--- config.mk ---
export PLATFORM = sky130hd
export DESIGN_NAME = stepdown_discharge_ctrl
export DESIGN_NICKNAME = d
export VERILOG_FILES = /design/src/rtl/stepdown_discharge_ctrl.sv
export SDC_FILE = /design/constraint.sdc
export NUM_CORES = 1
export LEC_CHECK = 0
export CELL_PAD_IN_SITES_DETAIL_PLACEMENT = 0
export CELL_PAD_IN_SITES_GLOBAL_PLACEMENT = 1
export CORE_MARGIN = 2
export CORE_UTILIZATION = 25
export CTS_CLUSTER_SIZE = 20
export DETAILED_ROUTE_END_ITERATION = 7
export GPL_ROUTABILITY_DRIVEN = 0
export PLACE_DENSITY_LB_ADDON = 0.1
export SETUP_SLACK_MARGIN = 0.05
export SLEW_MARGIN = 20
export SYNTH_ARGS = -nofsm -noshare
export SYNTH_HDL_FRONTEND = slang
export SYNTH_SLANG_ARGS = --single-unit
--- constraint.sdc ---
create_clock -name clk -period 1.55 [get_ports clk]
set_clock_uncertainty 0.15 [all_clocks]
set_input_delay 0.465 -clock clk [delete_from_list [all_inputs] [get_ports clk]]
set_output_delay 0.465 -clock clk [all_outputs]
set_load 0.01 [all_outputs]
--- src/rtl/stepdown_discharge_ctrl.sv ---
`default_nettype none
// ============================================================================
//  Module   : stepdown_discharge_ctrl
//  Purpose  : Enable / discharge sequencer for the step-down converter output.
//             On request the converter is enabled. On disable or undervoltage
//             the converter is switched off, a dead time elapses, then the
//             active-low discharge gate (NAND2 discharge cell input) is driven
//             until the output is sensed low or a timeout expires. A timeout
//             sets a sticky flag that blocks restart until it is cleared.
//  Ports    :
//    clk       in   system clock
//    rstn      in   asynchronous active-low reset
//    CELV      in   cell supply    (no functional effect)
//    CELG      in   cell ground    (no functional effect)
//    SUB       in   substrate      (no functional effect)
//    en_req    in   converter enable request, synchronous
//    uv_fault  in   undervoltage fault, synchronous level
//    vout_low  in   output-low comparator, asynchronous
//    clr_flag  in   one-cycle pulse, clears tmo_flag
//    sd_en     out  converter enable, registered
//    dis_n     out  discharge gate drive, active low, registered
//    busy      out  high while in DEAD or DISCH
//    tmo_flag  out  sticky discharge-timeout flag
//  Revision : 1.0  initial release
// ============================================================================
module stepdown_discharge_ctrl #(
  parameter int unsigned DEAD_CYC  = 4,
  parameter int unsigned DISCH_TMO = 1000,
  parameter int unsigned DEB_CYC   = 3,
  parameter int unsigned CNT_W     = 12
) (
  input  logic clk,
  input  logic rstn,
  input  logic CELV,
  input  logic CELG,
  input  logic SUB,
  input  logic en_req,
  input  logic uv_fault,
  input  logic vout_low,
  input  logic clr_flag,
  output logic sd_en,
  output logic dis_n,
  output logic busy,
  output logic tmo_flag
);

  // State encoding
  localparam logic [1:0] S_IDLE  = 2'd0;
  localparam logic [1:0] S_RUN   = 2'd1;
  localparam logic [1:0] S_DEAD  = 2'd2;
  localparam logic [1:0] S_DISCH = 2'd3;

  // Terminal counts, sized to the shared counter
  localparam logic [CNT_W-1:0] C_DEAD_LAST  = CNT_W'(DEAD_CYC - 1);
  localparam logic [CNT_W-1:0] C_DISCH_LAST = CNT_W'(DISCH_TMO - 1);
  localparam logic [CNT_W-1:0] C_CNT_MAX    = {CNT_W{1'b1}};
  localparam logic [3:0]       C_DEB_THR    = 4'(DEB_CYC);

  // Supply / substrate pins only exist for netlist connectivity
  logic unused_pwr;
  assign unused_pwr = CELV ^ CELG ^ SUB;

  logic [1:0]       state_q, state_d;
  logic [CNT_W-1:0] cnt_q, cnt_d;
  logic             sd_en_q, sd_en_d;
  logic             dis_n_q, dis_n_d;
  logic             tmo_flag_q, tmo_flag_d;
  logic             tmo_set;
  logic             sync1_q, sync2_q;
  logic [3:0]       deb_q, deb_d;
  logic             vl_ok;

  // --------------------------------------------------------------------------
  // vout_low synchronizer and debounce
  // --------------------------------------------------------------------------
  always_ff @(posedge clk or negedge rstn) begin
    if (!rstn) begin
      sync1_q <= 1'b0;
      sync2_q <= 1'b0;
      deb_q   <= 4'd0;
    end else begin
      sync1_q <= vout_low;
      sync2_q <= sync1_q;
      deb_q   <= deb_d;
    end
  end

  // Count consecutive high samples; saturating at the threshold keeps vl_ok
  // asserted for as long as the input stays high.
  always_comb begin
    deb_d = 4'd0;
    if (sync2_q) begin
      if (deb_q >= C_DEB_THR) begin
        deb_d = deb_q;
      end else begin
        deb_d = deb_q + 4'd1;
      end
    end
  end

  assign vl_ok = (deb_q >= C_DEB_THR);

  // --------------------------------------------------------------------------
  // FSM: state register (with counter, outputs and flag)
  // --------------------------------------------------------------------------
  always_ff @(posedge clk or negedge rstn) begin
    if (!rstn) begin
      state_q    <= S_IDLE;
      cnt_q      <= '0;
      sd_en_q    <= 1'b0;
      dis_n_q    <= 1'b1;
      tmo_flag_q <= 1'b0;
    end else begin
      state_q    <= state_d;
      cnt_q      <= cnt_d;
      sd_en_q    <= sd_en_d;
      dis_n_q    <= dis_n_d;
      tmo_flag_q <= tmo_flag_d;
    end
  end

  // --------------------------------------------------------------------------
  // FSM: next-state logic
  // --------------------------------------------------------------------------
  always_comb begin
    state_d = state_q;
    cnt_d   = cnt_q;
    tmo_set = 1'b0;
    case (state_q)
      S_IDLE: begin
        cnt_d = '0;
        if (en_req && !uv_fault && !tmo_flag_q) begin
          state_d = S_RUN;
        end
      end
      S_RUN: begin
        cnt_d = '0;
        if (!en_req || uv_fault) begin
          state_d = S_DEAD;
        end
      end
      S_DEAD: begin
        // >= rather than == so a corrupted count still leaves the state
        if (cnt_q >= C_DEAD_LAST) begin
          state_d = S_DISCH;
          cnt_d   = '0;
        end else begin
          cnt_d = cnt_q + 1'b1;
        end
      end
      S_DISCH: begin
        // Sensed-low exit has priority over the timeout in the same cycle
        if (vl_ok) begin
          state_d = S_IDLE;
          cnt_d   = '0;
        end else if (cnt_q >= C_DISCH_LAST) begin
          state_d = S_IDLE;
          cnt_d   = '0;
          tmo_set = 1'b1;
        end else if (cnt_q != C_CNT_MAX) begin
          cnt_d = cnt_q + 1'b1;
        end
      end
      default: begin
        state_d = S_IDLE;
        cnt_d   = '0;
      end
    endcase
  end

  // --------------------------------------------------------------------------
  // FSM: output logic
  // Registered outputs are decoded from the next state, so sd_en and dis_n
  // change on the same edge as the transition and can never overlap.
  // --------------------------------------------------------------------------
  always_comb begin
    sd_en_d    = (state_d == S_RUN);
    dis_n_d    = (state_d != S_DISCH);
    busy       = (state_q == S_DEAD) || (state_q == S_DISCH);
    // A timeout in the same cycle as a clear leaves the flag set
    tmo_flag_d = tmo_flag_q;
    if (tmo_set) begin
      tmo_flag_d = 1'b1;
    end else if (clr_flag) begin
      tmo_flag_d = 1'b0;
    end
  end

  assign sd_en    = sd_en_q;
  assign dis_n    = dis_n_q;
  assign tmo_flag = tmo_flag_q;

  // Converter enable and discharge must never be active together
  a_no_overlap: assert property (@(posedge clk) disable iff (!rstn)
    !(sd_en_q && !dis_n_q));

endmodule
`default_nettype wire

==> results.md, run 1 <==
Global route:
- The global-route congestion overflow total is 0.
- The number of global-route vias before repair came to about 800.
- Global routing consumed, over all layers together, between 10% and 20% of the routing resources.
- The pin count of the biggest net entering global routing is 24.
- The number of antenna violations at the first check in global routing is 0.
- The first global-routing pass estimated 3700 microns of wire.

Floorplanning:
- The initial cell density of the core is about a quarter.
- The core region is 3970 sq um.
- The die width is around 68 microns.
- The die covers 4630 sq um.
- The row count is 23.
- In this run the vertical extent of the chip is between 60 and 70 microns.
- For this design the top-level I/O count stands at 13.

STA:
- Static timing analysis puts the maximum clock frequency at 0.599 GHz.
- Setup repair after global routing could not meet its margin everywhere.
- Hold timing on the final database bottoms out at a slack of approximately 0.21 ns.
- The number of endpoints with negative hold slack in the final report came to 0.
- Across all setup checks in the final design, the least slack found is -0.120 ns.
- For the final routed database, the setup TNS stands at -0.964 ns.
- Setup violations remaining at the end of the flow were counted as 12.
- The number of pins exceeding their max-slew limit in the final report came to 0.
- The post-route clock period utilization is 108%.
- After layout, the minimum clock period comes to about 1.7 ns.

Clock tree:
- The level count of the clock H-tree is 1.
- The number of clock sinks is 23.
- The clock passes through at most 2 buffers.
- The clock tree from TritonCTS is yes.
- The insertion delay to the later sink of the worst-skew pair is about 0.26 ns.
- The number of CTS-inserted buffers is 3.
- Clock-pin slew was measured on the worst setup and hold paths at about 0.08 ns.
- Clock tree synthesis selected as its root buffer the cell clkbuf_8.

Outcome:
- The flow ran to the end, but the final reports show violations.
- The final reports fail on setup timing.

Synthesis:
- Summed over its instances, the top area cell type makes up roughly 54% of the synthesized netlist area.
- The commonest cells after synthesis are dfrtp_1, nor2_1, nand3_1.
- Synthesis produced 89 cells.
- The distinct cell type count after synthesis is 31.
- The share of synthesized area occupied by flip-flops and latches is about 56%.
- Dividing the synthesized area by the synthesized cell count gives 11.5 sq um.
- The prevailing post-synth register cell is dfrtp_1.
- The post-synthesis cell type with the largest combined area is dfrtp_1.
- Synthesis inferred 23 register bits.
- Yosys instantiated no cell more often than dfrtp_1.
- The mapped cell area is 1030 sq um.
- During synthesis, Yosys emitted a total of 0 warnings.
- Counting flops with an async set or reset pin after synthesis yields a share of 100%.
- In the post-synthesis netlist, the biggest area contributors are dfrtp_1, nor2_1, xnor2_1.
- Yosys mapped a number of flops with a built-in enable equal to 0.

Layout:
- Cells fill approximately 36% of the core in the end.
- The filler cell count is approximately 400.
- The ratio of cells with drive above 1 in the final layout is 36.3%.
- The synthesis-to-finish area growth is 41.1%.
- The number of nets in the layout is roughly 140.
- The repair_antennas step left the layout with diodes totalling 0.

Worst setup path:
- The sort of element at the end of the critical path is a flip-flop.
- The capturing instance or port of the critical path is state_q[1]$_DFF_PN0_.
- At the worst endpoint, the required time is between 1.5 and 2 ns.
- The worst setup path is launched from a flip-flop.
- For flop-to-flop paths, the worst setup slack is -0.12 ns.
- The worst stage delay on the critical path is about 0.42 ns.
- STA puts the critical path data arrival time at 1.71 ns.
- Of all nets on the critical path, the largest fanout is 3.
- The cell type of the slowest stage on the worst timing path is dfrtp_1.
- In this run the worst setup path begins at cnt_q[1]$_DFFE_PN0P_.
- The number of cells on the worst reg-to-reg path is 5.
- The critical register-to-register path endpoint is state_q[1]$_DFF_PN0_.
- Walking the worst path, the cells encountered are ha_4, a211o_1, a311oi_4, nand2_1, a31oi_1.
- In this run the critical register-to-register path is launched from cnt_q[1]$_DFFE_PN0P_.
- The worst setup path is of the flip-flop to flip-flop kind.

Placement:
- Summed over all nets, the half-perimeter wirelength after detailed placement is between 1500 and 2000 microns.
- The pre-CTS setup slack is -0.164 ns.
- The number of port buffers is 9.

Power and ir drop:
- The peak supply drop is ~0.44 mV.
- In this run the static leakage power is between 0.0006 and 0.0007 uW.
- For this design the ratio of total power to cell area is approximately 1100 nW/um^2.

Routing:
- The average wire length per cell after detail routing is about 12 microns.
- The routed layout has about 750 vias.
- For this run, design rule violations remaining after detail routing come to 0.
- After the first detailed-routing iteration, the DRC count stood at 29.
- Summed over all layers, the routed wires come to 2050 microns.
- The number of routed nets with antenna violations is 0.
- Dividing the detail-routed via count by the number of cells gives between 4 and 5.
- The number of search-and-repair iterations in the first detailed-routing pass is 4.

Job:
- Across the run, the number of max-cap violations was 0.

Worst hold path:
- In this run the worst hold path is classified as flip-flop to flip-flop.
[layout make-up]
class                   instances  area, sq um  share of cell area, %
multi-input cells              65          500                   34.6
well taps                      50         62.6                   4.32
repair buffers                 31          258                   17.8
inverters                       1         3.75                  0.259
clock buffers                   3         41.3                   2.85
flip-flops and latches         23          577                   39.8
clock inverters                 1         5.00                  0.346
[power by group]
group,internal [uW],switching (uW)
clock,180,201
sequential,687,43.3
combinational,283,221
total,1150,464
[per-layer routing]
layer	wire length, microns	part of all wire, %	track usage [%]	up-vias
li1	-	-	-	378
met1	1010	49	14.8	356
met2	967	47	17.0	9
met3	52	2.5	2.63	2
met4	15	0.73	4.75	0
met5	0	0	0	-
[worst max-delay path, delay by kind of cell (launching register included)]
kind,cells,cell delay (ns)
AOI/OAI and AO/OA,3,0.75
DFF,1,0.42
adders and majority gates,1,0.18
and+or+nand+nor,1,0.10
[flip-flops by register name (all words and copies together), names as in the netlist]
signal	flops
cnt_q	12
deb_q	4
state_q	2
dis_n	1
sd_en	1
sync1_q	1
sync2_q	1
tmo_flag	1
[cell usage in the layout (no fill, tap or decap), types with 2 or more instances in the layout]
cell type,instances
nor3_1,3
clkbuf_2,2
a31oi_1,2
nor2_1,11
nand2_1,5
clkdlybuf4s50_1,5
nand3_2,2
clkbuf_8,3
nand3_1,4
nor4_2,2
nor2b_1,2
xor2_1,4
buf_6,2
dfrtp_1,22
xnor2_1,4
and2_1,3
conb_1,2
a21oi_1,2
buf_4,20
nand2b_1,2
[logic make-up after synthesis]
| logic type | Yosys count | share of synthesized area (%) |
|---|---|---|
| AO/OA/AOI/OAI | 10 | 9.63 |
| XOR/XNOR | 8 | 6.83 |
| adder cells (fa/ha/maj) | 2 | 2.44 |
| buffers and inverters | 2 | 0.731 |
| flip-flops | 23 | 56.2 |
| multiplexers | 1 | 0.976 |
| other | 1 | 0.366 |
| AND/OR/NAND/NOR | 42 | 22.8 |
[worst min-delay path by stage]
stage | start | endpoint | slack [ns] | depth (start not counted)
final | sync1_q$_DFF_PN0_ | sync2_q$_DFF_PN0_ | 0.21 | 0
after global routing | sync1_q$_DFF_PN0_ | sync2_q$_DFF_PN0_ | 0.22 | 0
after CTS | sync1_q$_DFF_PN0_ | sync2_q$_DFF_PN0_ | 0.22 | 0
after detailed placement | sync1_q$_DFF_PN0_ | sync2_q$_DFF_PN0_ | 0.20 | 0
after global placement | sync1_q$_DFF_PN0_ | sync2_q$_DFF_PN0_ | 0.19 | 0
after floorplan | rstn | cnt_q[0]$_DFFE_PN0P_ | 0.02 | 0
[metrics by stage]
| stage | std cells | power [uW] | cell area, sq um |
|---|---|---|---|
| 5_1_grt | 174 | 1740 | 1450 |
| 4_1_cts | 174 | 1640 | 1420 |
| 3_5_place_dp | 169 | 1240 | 1370 |
| 2_1_floorplan | 90 | 982 | 1050 |
| 3_3_place_gp | 169 | 1240 | 1370 |
| 6_report | 174 | 1610 | 1450 |
[timing repair]
| item | in CTS | in global routing |
|---|---|---|
| gates resized for setup | 14 | 9 |
| setup endpoints to repair | 18 | 17 |
| setup buffers | 1 | 0 |
| hold buffers | 0 | 0 |
| pin swaps | 1 | 0 |
(Power assumes the default switching activity.)
==> run 2: changes to the inputs <==
--- a/config.mk
+++ b/config.mk
@@ -13,7 +13,7 @@
 export DETAILED_ROUTE_END_ITERATION = 7
 export GPL_ROUTABILITY_DRIVEN = 0
 export PLACE_DENSITY_LB_ADDON = 0.1
-export SETUP_SLACK_MARGIN = 0.05
+export SETUP_SLACK_MARGIN = 0.15
 export SLEW_MARGIN = 20
 export SYNTH_ARGS = -nofsm -noshare
 export SYNTH_HDL_FRONTEND = slang
==> run 2 against run 1 <==
The run still ends with setup timing left. Combinational power up 3%. First-iteration DRC count up 17%. Flip-flop and latch count unchanged. Highest routed layer unchanged. Register-to-register slack about the same. Sequential power up 0.8%. Routed wire length up 6.3%. Die area unchanged.
==> results.md, run 2 (synthesized netlist as in run 1, its figures left out) <==
STA:
- The final number of setup-violating endpoints is 13 (was 12).
- The clock period minus final worst setup slack is 1.66 ns (was 1.67 ns).
- The maximum operating frequency is 0.604 GHz (was 0.599 GHz).
- The number of endpoints with negative hold slack in the final report is 0 (unchanged).
- The post-route clock period utilization is 107% (was 108%).
- Unrepaired setup endpoints after global routing: yes (unchanged).
- The worst hold slack after final layout came to 0.207 ns (was 0.212 ns).
- The number of pins exceeding their max-slew limit in the final report was 0 (unchanged).
- The post-route worst setup slack is -0.106 ns (was -0.120 ns).

Layout:
- The most common cell after layout, fill and taps aside is dfrtp_1 (unchanged).
- The filler cell count is 407 (was 402).
- Largest registers: cnt_q (12), deb_q (4), state_q (2) (unchanged).
- The number of flip-flops in the largest register is 12 (unchanged).
- The number of nets in the layout is 139 (was 136).
- The antenna diode count came to 0 (unchanged).
- The design area was 1530 sq um (was 1450 sq um).
- The synthesis-to-finish area growth came to 49.3% (was 41.1%).
- The final cell utilization of the core is 38.6% (was 36.5%).
- The top register by number of flip-flops was cnt_q (unchanged).
- Most used cells in the layout excluding fill and tap cells: dfrtp_1, buf_4, nor2_1, buf_6 (was dfrtp_1, buf_4, nor2_1).
- The ratio of cells with drive above 1 in the final layout is 43.3% (was 36.3%).

Worst setup path:
- The worst path buffer plus inverter count was 0 (unchanged).
- The cell type of the slowest stage on the worst timing path was dfrtp_1 (unchanged).
- The data required time of the critical path is 1.58 ns (was 1.59 ns).
- The worst stage delay on the critical path is 0.42 ns (about the same).
- The critical register-to-register path endpoint is state_q[1]$_DFF_PN0_ (unchanged).
- The worst setup path category is flip-flop to flip-flop (unchanged).
- The data arrival at the endpoint of the critical path is 1.69 ns (was 1.71 ns).
- The number of cells traversed by the worst register-to-register path is 5 (unchanged).
- Worst-path cell chain: ha_4, a211o_1, a311oi_4, nand2_1, a31oi_1 (unchanged).
- The maximum net fanout on the critical path came to 3 (unchanged).
- The cell type group with the largest total delay on the critical path is compound AO/OA/AOI/OAI gates (unchanged).
- The setup slack of the most critical reg-to-reg path is -0.11 ns (was -0.12 ns).
- The reg-to-reg critical path startpoint is cnt_q[1]$_DFFE_PN0P_ (unchanged).
- The type of element launching the critical path is a flip-flop (unchanged).
- The sort of element at the end of the critical path is a flip-flop (unchanged).

Routing:
- The number of search-and-repair iterations in the first detailed-routing pass is 4 (unchanged).
- The number of design-rule violations left by the first detailed-router iteration was 34 (was 29).
- The average wire length per cell after detail routing is 12.3 microns (was 11.8 microns).
- The number of routed nets with antenna violations is 0 (unchanged).
- The total wire length after detailed routing was 2180 microns (was 2050 microns).
- The number of vias in the routed layout came to 766 (was 745).
- The number of remaining DRC errors is 0 (unchanged).
- The via count normalized by instance count is 4.33 (was 4.28).

Clock tree:
- The clock tree from TritonCTS is yes (unchanged).
- The insertion delay to the later sink of the worst-skew pair is 0.26 ns (about the same).
- The number of clock sinks is 23 (unchanged).
- The clock transition time at the flip-flop clock pins of the worst setup and hold paths came to 0.08 ns (about the same).
- The level count of the clock H-tree is 1 (unchanged).
- The maximum number of buffers from clock root to sink is 2 (unchanged).
- The buffer cell driving the clock tree root is clkbuf_8 (unchanged).
- The number of CTS-inserted buffers is 3 (unchanged).

Floorplanning:
- The initial cell density of the core is 25.8% (unchanged).
- The core box area is 3970 sq um (unchanged).
- The row count is 23 (unchanged).
- The number of top-level pins is 13 (unchanged).
- The vertical die dimension was 68.1 microns (unchanged).
- The total die area is 4630 sq um (unchanged).
- The die width is 68.1 microns (unchanged).

Global route:
- The wire length of the first global-routing pass is 3650 microns (was 3700 microns).
- The number of global-route vias before repair is 786 (was 803).
- The pin count of the biggest net entering global routing is 24 (unchanged).
- The number of antenna violations at the first check in global routing came to 0 (unchanged).
- The global-route congestion overflow total came to 0 (unchanged).
- The total track usage is 10.9% (was 11.1%).

Worst hold path:
- The instance count along the most critical hold path is 0 (unchanged).
- The worst min-delay path class is flip-flop to flip-flop (unchanged).
- The endpoint with the worst hold slack is sync2_q$_DFF_PN0_ (unchanged).
- The startpoint of the lowest-slack hold path is sync1_q$_DFF_PN0_ (unchanged).

Power and ir drop:
- The total power divided by cell area came to 1060 nW/um^2 (was 1110 nW/um^2).
- The peak supply drop is 0.226 mV (was 0.436 mV).
- The leakage component of the power is 0.000669 uW (was 0.000640 uW).

Outcome:
- Outcome: complete, but fails checks (unchanged).
- Violations in the final reports: setup timing (unchanged).

Placement:
- The post-placement cell area is 1370 sq um (about the same).
- The number of port buffers came to 9 (unchanged).
- The detailed placement HPWL is 1540 microns (was 1530 microns).

Job:
- The reported max-cap violation count was 0 (unchanged).
## run 2: changes by cell type in the layout (fill, tap and decap cells not counted), moves of 2 or more
| cell | delta |
|---|---|
| clkbuf_2 | -2 |
| buf_2 | +2 |
| nor2_1 | -5 |
| nor2_2 | +3 |
| buf_6 | +4 |
| nor2_4 | +2 |
## run 2: metrics by stage
step                      setup WS, ns  cells  setup TNS [ns]  power (uW)
after floorplan                -0.0535     90         -0.0822         983
after global placement          -0.143    169          -0.580        1220
after detailed placement        -0.158    169          -0.895        1220
after CTS                       -0.113    176           -1.04        1610
after global routing            -0.217    177           -1.57        1740
final                           -0.106    177          -0.686        1630
## run 2: layer usage
metal,vias to the layer above,global-route usage [%],share of wire [%]
li1,383,-,-
met1,369,14.3,50
met2,12,16.4,45
met3,2,1.97,4.0
met4,0,6.75,1.0
met5,-,0,0
## run 2: where the power goes
group	internal [uW]	total, uW	switching [uW]
registers	687	736	49.3
clock network	183	377	193
logic	277	516	239
total	1150	1630	481
## run 2: how the worst max path moves through the flow
stage                               startpoint  slack [ns]              endpoint  cells past startpoint
after floorplan           cnt_q[0]$_DFFE_PN0P_       -0.05  state_q[1]$_DFF_PN0_                      5
after global placement    cnt_q[1]$_DFFE_PN0P_       -0.14  state_q[1]$_DFF_PN0_                      5
after detailed placement  cnt_q[1]$_DFFE_PN0P_       -0.16  state_q[1]$_DFF_PN0_                      5
after CTS                 cnt_q[1]$_DFFE_PN0P_       -0.11  state_q[1]$_DFF_PN0_                      5
after global routing      cnt_q[1]$_DFFE_PN0P_       -0.22  state_q[1]$_DFF_PN0_                      5
final                     cnt_q[1]$_DFFE_PN0P_       -0.11  state_q[1]$_DFF_PN0_                      5
## run 2: final cells by class
class	count	area, sq um	area share (%)
multi-input combinational	65	548	35.8
timing repair buffer	34	295	19.3
sequential	23	577	37.7
tap	50	62.6	4.08
clock buffer	4	45.0	2.94
inverter	1	3.75	0.245
## run 2: timing repair
action,4_1_cts,5_1_grt
hold buffers,0,0
buffers inserted,3,1
gates resized for setup,19,20
pin swaps,5,10
setup endpoints to repair,18,20
